[config.mk]
export PLATFORM = sky130hd
export DESIGN_NAME = core_multicycle_ctrl_flat
export DESIGN_NICKNAME = d
export VERILOG_FILES = /design/src/rtl/core_multicycle_ctrl_if.sv /design/src/rtl/core_multicycle_ctrl.sv /design/src/flat_wrapper.sv
export SDC_FILE = /design/constraint.sdc
export NUM_CORES = 1
export LEC_CHECK = 0
export BUFFER_PORTS_ARGS = -buffer_cell sky130_fd_sc_hd__buf_4
export CAP_MARGIN = 20
export CORE_MARGIN = 5
export CORE_UTILIZATION = 43
export CTS_BUF_LIST = sky130_fd_sc_hd__clkbuf_4 sky130_fd_sc_hd__clkbuf_8 sky130_fd_sc_hd__clkbuf_16
export DETAILED_ROUTE_END_ITERATION = 16
export PLACE_DENSITY = 0.76
export SLEW_MARGIN = 10
export SYNTH_ARGS = -nofsm -noshare
export SYNTH_HDL_FRONTEND = slang
export SYNTH_SLANG_ARGS = --single-unit
[constraint.sdc]
create_clock -name clk -period 2.7 [get_ports clk]
set_input_delay 0.81 -clock clk [delete_from_list [all_inputs] [get_ports clk]]
set_output_delay 0.81 -clock clk [all_outputs]
set_load 0.01 [all_outputs]
[src/rtl/core_multicycle_ctrl_if.sv]
// Control-sequencer bundle: instruction/data handshakes, datapath strobes and status.
// The master modport belongs to the sequencer; the slave side is the datapath and memories.
interface core_multicycle_ctrl_if #(
    parameter int unsigned DATA_WIDTH = 32,
    parameter int unsigned CNT_WIDTH  = 32
);
    logic                  run;
    logic                  imem_req;
    logic                  imem_ready;
    logic [DATA_WIDTH-1:0] instruction;
    logic                  ir_we;
    logic                  dmem_req;
    logic                  dmem_ready;
    logic                  alu_zero;
    logic                  regwrite;
    logic                  memread;
    logic                  memwrite;
    logic                  memtoreg;
    logic                  link_sel;
    logic                  alusrc;
    logic [1:0]            aluop;
    logic                  pc_we;
    logic                  pc_src;
    logic                  halted;
    logic [2:0]            state;
    logic [CNT_WIDTH-1:0]  instret;

    modport master (
        input  run, imem_ready, instruction, dmem_ready, alu_zero,
        output imem_req, ir_we, dmem_req, regwrite, memread, memwrite, memtoreg,
               link_sel, alusrc, aluop, pc_we, pc_src, halted, state, instret
    );

    modport slave (
        output run, imem_ready, instruction, dmem_ready, alu_zero,
        input  imem_req, ir_we, dmem_req, regwrite, memread, memwrite, memtoreg,
               link_sel, alusrc, aluop, pc_we, pc_src, halted, state, instret
    );
endinterface

[src/rtl/core_multicycle_ctrl.sv]
// Multi-cycle FETCH/DECODE/EXEC/MEM/WB sequencer for an RV32I subset.
// All strobes are decoded combinationally from the state and the latched opcode.
module core_multicycle_ctrl #(
    parameter int unsigned DATA_WIDTH = 32,
    parameter int unsigned CNT_WIDTH  = 32
) (
    input logic                   clk,
    input logic                   arst_n,
    core_multicycle_ctrl_if.master bus
);
    typedef enum logic [2:0] {
        StFetch  = 3'd0,
        StDecode = 3'd1,
        StExec   = 3'd2,
        StMem    = 3'd3,
        StWb     = 3'd4,
        StHalt   = 3'd5
    } state_e;

    localparam logic [6:0] OpR      = 7'b0110011;
    localparam logic [6:0] OpImm    = 7'b0010011;
    localparam logic [6:0] OpLoad   = 7'b0000011;
    localparam logic [6:0] OpStore  = 7'b0100011;
    localparam logic [6:0] OpBranch = 7'b1100011;
    localparam logic [6:0] OpJal    = 7'b1101111;

    state_e               state_q, state_d;
    logic [6:0]           opcode_q, opcode_d;
    logic [CNT_WIDTH-1:0] instret_q, instret_d;
    logic                 retire;

    always_ff @(posedge clk or negedge arst_n) begin
        if (!arst_n) begin
            state_q   <= StFetch;
            opcode_q  <= '0;
            instret_q <= '0;
        end else begin
            state_q   <= state_d;
            opcode_q  <= opcode_d;
            instret_q <= instret_d;
        end
    end

    always_comb begin
        state_d      = state_q;
        opcode_d     = opcode_q;
        retire       = 1'b0;
        bus.imem_req = 1'b0;
        bus.ir_we    = 1'b0;
        bus.dmem_req = 1'b0;
        bus.regwrite = 1'b0;
        bus.memread  = 1'b0;
        bus.memwrite = 1'b0;
        bus.memtoreg = 1'b0;
        bus.link_sel = 1'b0;
        bus.alusrc   = 1'b0;
        bus.aluop    = 2'b00;
        bus.pc_we    = 1'b0;
        bus.pc_src   = 1'b0;
        bus.halted   = 1'b0;

        unique case (state_q)
            StFetch: begin
                // Qualified by arst_n so a request never leaks out while reset is held.
                if (bus.run && arst_n) begin
                    bus.imem_req = 1'b1;
                    if (bus.imem_ready) begin
                        bus.ir_we = 1'b1;
                        opcode_d  = bus.instruction[6:0];
                        state_d   = StDecode;
                    end
                end
            end
            StDecode: begin
                case (opcode_q)
                    OpR, OpImm, OpLoad, OpStore, OpBranch, OpJal: state_d = StExec;
                    default:                                       state_d = StHalt;
                endcase
            end
            StExec: begin
                case (opcode_q)
                    OpR: begin
                        bus.aluop = 2'b10;
                        state_d   = StWb;
                    end
                    OpImm: begin
                        bus.alusrc = 1'b1;
                        state_d    = StWb;
                    end
                    OpLoad, OpStore: begin
                        bus.alusrc = 1'b1;
                        state_d    = StMem;
                    end
                    OpBranch: begin
                        bus.aluop  = 2'b01;
                        bus.pc_we  = 1'b1;
                        bus.pc_src = bus.alu_zero;
                        retire     = 1'b1;
                        state_d    = StFetch;
                    end
                    OpJal:   state_d = StWb;
                    default: state_d = StHalt;
                endcase
            end
            StMem: begin
                bus.dmem_req = 1'b1;
                bus.memread  = (opcode_q == OpLoad);
                bus.memwrite = (opcode_q == OpStore);
                if (bus.dmem_ready) begin
                    if (opcode_q == OpStore) begin
                        bus.pc_we = 1'b1;
                        retire    = 1'b1;
                        state_d   = StFetch;
                    end else begin
                        state_d = StWb;
                    end
                end
            end
            StWb: begin
                bus.regwrite = 1'b1;
                bus.pc_we    = 1'b1;
                bus.memtoreg = (opcode_q == OpLoad);
                bus.link_sel = (opcode_q == OpJal);
                bus.pc_src   = (opcode_q == OpJal);
                retire       = 1'b1;
                state_d      = StFetch;
            end
            StHalt:  bus.halted = 1'b1;
            default: state_d = StHalt;
        endcase

        instret_d = instret_q + {{(CNT_WIDTH-1){1'b0}}, retire};
    end

    assign bus.state   = state_q;
    assign bus.instret = instret_q;
endmodule

[src/flat_wrapper.sv]
// flat-port wrapper written by rule: the top's interface ports become plain ports
module core_multicycle_ctrl_flat 
#(
    parameter int unsigned DATA_WIDTH = 32,
    parameter int unsigned CNT_WIDTH  = 32
)
  (clk, arst_n, bus_run, bus_imem_ready, bus_instruction, bus_dmem_ready, bus_alu_zero, bus_imem_req, bus_ir_we, bus_dmem_req, bus_regwrite, bus_memread, bus_memwrite, bus_memtoreg, bus_link_sel, bus_alusrc, bus_aluop, bus_pc_we, bus_pc_src, bus_halted, bus_state, bus_instret);
  core_multicycle_ctrl_if #(.DATA_WIDTH(DATA_WIDTH), .CNT_WIDTH(CNT_WIDTH)) bus_i ();
  input logic clk;
  input logic arst_n;
  input wire logic [$bits(bus_i.run)-1:0] bus_run;
  input wire logic [$bits(bus_i.imem_ready)-1:0] bus_imem_ready;
  input wire logic [$bits(bus_i.instruction)-1:0] bus_instruction;
  input wire logic [$bits(bus_i.dmem_ready)-1:0] bus_dmem_ready;
  input wire logic [$bits(bus_i.alu_zero)-1:0] bus_alu_zero;
  output wire logic [$bits(bus_i.imem_req)-1:0] bus_imem_req;
  output wire logic [$bits(bus_i.ir_we)-1:0] bus_ir_we;
  output wire logic [$bits(bus_i.dmem_req)-1:0] bus_dmem_req;
  output wire logic [$bits(bus_i.regwrite)-1:0] bus_regwrite;
  output wire logic [$bits(bus_i.memread)-1:0] bus_memread;
  output wire logic [$bits(bus_i.memwrite)-1:0] bus_memwrite;
  output wire logic [$bits(bus_i.memtoreg)-1:0] bus_memtoreg;
  output wire logic [$bits(bus_i.link_sel)-1:0] bus_link_sel;
  output wire logic [$bits(bus_i.alusrc)-1:0] bus_alusrc;
  output wire logic [$bits(bus_i.aluop)-1:0] bus_aluop;
  output wire logic [$bits(bus_i.pc_we)-1:0] bus_pc_we;
  output wire logic [$bits(bus_i.pc_src)-1:0] bus_pc_src;
  output wire logic [$bits(bus_i.halted)-1:0] bus_halted;
  output wire logic [$bits(bus_i.state)-1:0] bus_state;
  output wire logic [$bits(bus_i.instret)-1:0] bus_instret;
  assign bus_i.run = bus_run;
  assign bus_i.imem_ready = bus_imem_ready;
  assign bus_i.instruction = bus_instruction;
  assign bus_i.dmem_ready = bus_dmem_ready;
  assign bus_i.alu_zero = bus_alu_zero;
  assign bus_imem_req = bus_i.imem_req;
  assign bus_ir_we = bus_i.ir_we;
  assign bus_dmem_req = bus_i.dmem_req;
  assign bus_regwrite = bus_i.regwrite;
  assign bus_memread = bus_i.memread;
  assign bus_memwrite = bus_i.memwrite;
  assign bus_memtoreg = bus_i.memtoreg;
  assign bus_link_sel = bus_i.link_sel;
  assign bus_alusrc = bus_i.alusrc;
  assign bus_aluop = bus_i.aluop;
  assign bus_pc_we = bus_i.pc_we;
  assign bus_pc_src = bus_i.pc_src;
  assign bus_halted = bus_i.halted;
  assign bus_state = bus_i.state;
  assign bus_instret = bus_i.instret;
  core_multicycle_ctrl #(.DATA_WIDTH(DATA_WIDTH), .CNT_WIDTH(CNT_WIDTH)) u_core (.clk(clk), .arst_n(arst_n), .bus(bus_i));
endmodule
; ---- Yosys cells after proc, flatten, opt, wreduce, memory -nomap -nowiden
; Cells that the tools add are included.
[op_classes]
muxes = 29
add_sub_neg = 1
n_reduce_logical = 8
eq_ne = 14
bitwise_logic = 1
[op_table]
columns = op, count
row1 = $add 32x1->32, 1
row2 = $mux 1, 18
row3 = $pmux 3 s6, 1
row4 = $mux 3, 5
row5 = $eq 7x6->1 const B, 2
row6 = $eq 7x7->1 const B, 2
row7 = $pmux 3 s3, 1
row8 = $eq 7x2->1 const B, 1
row9 = $eq 7x5->1 const B, 1
row10 = $eq 3x2->1 const B, 2
row11 = $eq 3x3->1 const B, 2
row12 = $reduce_or 3->1, 2
row13 = $reduce_or 6->1, 1
row14 = $ne 2x2->1 const B, 2
row15 = $pmux 2 s2, 1
row16 = $reduce_and 4->1, 1
row17 = $eq 3x1->1 const B, 1
row18 = $logic_not 3->1, 1
row19 = $pmux 1 s3, 1
row20 = $reduce_and 3->1, 1
row21 = $mux 2, 1
row22 = $ne 2x1->1 const B, 1
row23 = $pmux 1 s2, 1
row24 = $reduce_or 2->1, 1
row25 = other kinds (2), 2
[word_totals]
output_inout_bits = 49
word_cells = 56
regBits = 42

; ---- Logic depth before layout (Yosys ltp)
[logic_depth]
depth_word = 5
ltp_mapped = 12

; ---- Worst setup path before layout
; Ideal clock, no wire load.
[synth_timing]
path_kind = reg-to-reg
from = reg u_core.state_q[1] (netlist: u_core.bus.state[1])
to = reg u_core.instret_q[26] (netlist: u_core.bus.instret[26])
required_time_ns = 2.575
period_less_slack_ns = 2.982
setup_slack_ns = -0.282
arrival_ns = 2.857
path_stages_with_launch = 12
setup_time_ns = 0.125
path_buffers = 0
cell_sequence = dfrtp_1 > inv_1 > or3_1 > nor3_2 > a211o_1 > ha_1 > ha_1 > and3_2 > nand2_1 > nor4_4 > nand4_1 > xnor2_1
[synth_via]
elab_chain_cells = 3
elab_cells_between_ends = 5
cone_classes = 1 x add/sub / 3 x eq/ne / 1 x mux
[synth_rtl]
columns = item, line
row1 = start: declaration, core_multicycle_ctrl.sv:27  ; state_e state_q, state_d;
row2 = start signal: assignment, core_multicycle_ctrl.sv:34  ; state_q <= StFetch;
row3 = start signal: assignment, core_multicycle_ctrl.sv:38  ; state_q <= state_d;
row4 = $eq 3x3->1 or $eq 3x2->1 (tied branches), n/a
row5 = $pmux 1 s3 (*), n/a
row6 = net bus_pc_we, flat_wrapper.sv:26  ; output wire logic [$bits(bus_i.pc_we)-1:0] bus_pc_we;
row7 = $add 32x1->32 (*), core_multicycle_ctrl.sv:132  ; instret_d = instret_q + {{(CNT_WIDTH-1){1'b0}}, retire};
row8 = net u_core.instret_d[26], core_multicycle_ctrl.sv:29  ; logic [CNT_WIDTH-1:0] instret_q, instret_d;
row9 = end signal: assignment, core_multicycle_ctrl.sv:40  ; instret_q <= instret_d;
row10 = end: declaration, core_multicycle_ctrl.sv:29
; Mark *: on every way through the listed nets, which the timed path passes. The rest lies on a longest branch.
; A chain may end at the register's enable or synchronous reset.

; ---- Worst setup path after layout
[layout_timing]
from = reg u_core.state_q[1] (netlist: u_core.bus.state[1])
to = out bus_pc_we
[layout_via]
elab_chain_cells = 2
elab_cells_between_ends = 4
cone_classes = 3 x eq/ne / 1 x mux
[layout_rtl]
columns = item, line
row1 = $eq 3x3->1 or $eq 3x2->1 (tied branches), core_multicycle_ctrl.sv:62  ; unique case (state_q)
row2 = $pmux 1 s3 (*), core_multicycle_ctrl.sv:62
row3 = end: declaration, flat_wrapper.sv:26
; Every way passes the cells marked *; elsewhere a longest branch is shown, timed or not.

==> results.txt <==
Rows -> 25
CTS tree -> yes
Clock-pin slew on the worst setup and hold paths -> 0.08 ns
Vias in the first global route -> 1623
Worst Min Path Start -> u_core.bus.instret[31]
Final Instance Area -> 2960 um^2
Antenna violations before repair -> 0
Avg Inst Size Synth -> 11.0 um^2
DR DRC count -> 0
Diode count -> 0
Die X-Extent -> 79.4 um
Worst reg2reg path depth -> 11
Setup violators final -> 0
Critical Path AT -> 1.75 ns
Syn_nets -> 228
Root buf cell -> clkbuf_8
Port-buffer cells -> 61
Hold EP -> u_core.bus.instret[31]
Vias/cell -> 5.29
Yosys top cell area share -> 50.8%
Gr usage total -> 15.5%
CP max FO -> 5
Total global routing overflow -> 0
Worst Max-Slew Pin Slew -> 0.531 ns
DIE AREA -> 6300 um^2
Design Power -> 2.25 mW
Die H -> 79.4 um
Power density cells -> 758 nW/um^2
FF+latch count, synth -> 42
Initial DRC count -> 97
Skew-Pair Late Insertion Delay -> 0.29 ns
Final #Nets -> 313
Crit-path leading delay family -> simple AND/OR/NAND/NOR gates
Syn Std Cell Area -> 2070 um^2
CP Launch Type -> flop
Filler instances -> 411
CTS buffer count -> 5
Hold path depth -> 1
H-tree depth -> 2
Final core occ -> 63.1%
Crit end category -> output pin
Ports -> 87
Cell Chain, Critical Path -> inv_2 > or3_4 > nor3_4 > a211o_1 > buf_4 > buf_4
Synth area leader -> dfrtp_1
Unrepaired setup endpoints after global routing -> false
Clk buf depth -> 2
DP Wirelength -> 3620 um
First-pass GRT wire length -> 7720 um
Core Area -> 4690 um^2
Max-slew violation count -> 0
GPL Wtd Cong -> 0.803
Slew headroom -> 64.6%
Cell Area, Placed -> 2750 um^2
Skew final -> 0.00478 ns
Fmax -> 391 MHz
Post-route setup slack -> 0.144 ns
HP Class -> reg -> reg
Critical path buffers and inverters -> 3
Clk sink count -> 42
Leading post-synthesis cells by cell area -> dfrtp_1 (51%), xnor2_1 (10%), nand2_1 (3.8%)
First-pass DRT Iterations -> 4
DR WL/cell -> 14.5 um
Max stage delay on crit path -> 0.41 ns
P&R area growth vs syn -> 43.1%
Slowest-stage cell, CP -> or3_4
ANT nets after route -> 0
Tmin final -> 2.56 ns
Synth warn -> 0
Final setup TNS -> 0 ns
Post-synth cell types -> 37
Setup WS pre-CTS -> 0.0456 ns
Cells after Synth -> 188
Routed WL -> 4770 um
Initial Util -> 44.1%
Worst R2R Setup Slack -> 0.15 ns
Max VDD drop -> 0.000549 V
Sequential share of the synthesized area -> 50.8%
FF-to-FF End -> u_core.bus.instret[26]
Leak -> 1.45 nW
WP data required -> 1.89 ns
Largest net degree at the start of global routing -> 43
Final Hold Fails -> 0
Via count -> 1734
Max-Cap Viols -> 0
Tcrit/Tclk final -> 94.7%
Kind of critical path -> reg -> out
Outcome -> finished, final reports clean
Layout cells sized above 1 -> 44.5%
Crit path top cell by count -> buf_4
R2R Path Start -> u_core.bus.state[1]
-- cell type report --
| cell class | instances | area [um^2] | share of cell area (%) |
|---|---|---|---|
| Timing Repair Buffer | 82 | 616 | 20.8 |
| Clock inverter | 3 | 68.8 | 2.32 |
| Multi-Input combinational cell | 136 | 1070 | 36.0 |
| Clock buffer | 5 | 68.8 | 2.32 |
| Tap cell | 54 | 67.6 | 2.28 |
| Inverter | 6 | 22.5 | 0.760 |
| Sequential cell | 42 | 1050 | 35.5 |
-- layout by cell type (no fill, tap or decap), types with 3 or more instances in the layout --
master and n:
mux2_2 5, buf_4 82, clkbuf_8 5, dfrtp_1 41
xnor2_1 24, nor2_1 6, nor4_4 3, nor4_1 6
nand4_1 6, o21ai_0 3, a21oi_1 4, inv_1 5
xor2_1 6, nand3_1 14, nand2_1 19
-- state kept, by name, summed over array words and instances, names as in the netlist --
| signal | count |
|---|---|
| u_core.bus.instret | 32 |
| u_core.opcode_q | 7 |
| u_core.bus.state | 3 |
-- metal layers --
| layer | track usage [%] | part of all wire (%) | vias up | wire length, um |
|---|---|---|---|---|
| met5 | 0 | 0 | - | 0 |
| met4 | 4.12 | 0.94 | 0 | 45 |
| met3 | 3.84 | 6.2 | 6 | 296 |
| met2 | 25.6 | 49 | 38 | 2360 |
| met1 | 20.3 | 43 | 850 | 2070 |
| li1 | - | - | 840 | - |
-- stage by stage --
| step | hold slack, ns | cells |
|---|---|---|
| after floorplan | 0.503 | 188 |
| after global placement | 0.462 | 316 |
| after detailed placement | 0.488 | 316 |
| after CTS | 0.499 | 324 |
| after global routing | 0.523 | 328 |
| final | 0.492 | 328 |
-- logic make-up after synthesis --
logic type | Yosys count | synth area share [%]
AO/OA/AOI/OAI | 14 | 4.35
flip-flops | 42 | 50.8
XOR/XNOR | 30 | 12.7
buffers and inverters | 10 | 1.93
adder cells (fa/ha/maj) | 3 | 1.69
AND/OR/NAND/NOR | 84 | 25.9
multiplexers | 5 | 2.72
-- what timing repair did --
item                       in CTS  in global routing
hold buffers                    0                  0
resized for setup               0                  9
setup endpoints to repair       0                 12
setup buffers                   0                  4
-- worst max-delay path by stage --
stage	from	to	slack [ns]	cells after the start
finish	u_core.bus.state[1]	bus_pc_we	0.14	6
global route	u_core.bus.state[0]	bus_pc_src	0.02	6
CTS	u_core.bus.state[1]	u_core.bus.instret[31]	0.03	10
detailed placement	u_core.bus.state[1]	u_core.bus.instret[31]	0.05	10
global placement	u_core.bus.state[1]	u_core.bus.instret[31]	0.09	10
floorplan	u_core.opcode_q[4]	u_core.bus.instret[31]	0.01	11
-- synthesized netlist by cell type, drive strengths merged --
library cell	count
a211o	1
a21o	1
a21oi	4
a31oi	1
and3	5
and4	5
buf	2
clkbuf	2
dfrtp	42
ha	2
inv	6
maj3	1
mux2	5
nand2	21
nand2b	3
nand3	16
nand4	6
nand4bb	1
nor2	8
nor3	4
nor3b	1
nor4	9
nor4b	2
o21ai	3
o22ai	2
o31a	1
o41a	1
or2	2
or3	1
xnor2	24
xor2	6
-- power breakdown --
part / internal [mW] / switching [mW]
clock: 0.370 / 0.216
sequential: 0.741 / 0.105
combinational: 0.429 / 0.385
total: 1.54 / 0.706
-- worst register-to-register path: cells and delay by family (launching register included) --
kind / cells / cell delay [ns]
AND/OR/NAND/NOR: 6 / 1.38
flip-flops: 1 / 0.37
adder cells (fa/ha/maj): 2 / 0.31
AO/OA/AOI/OAI: 1 / 0.20
XOR/XNOR: 1 / 0.15
buffers and inverters: 1 / 0.06
Power figures use the tool's default switching activity.
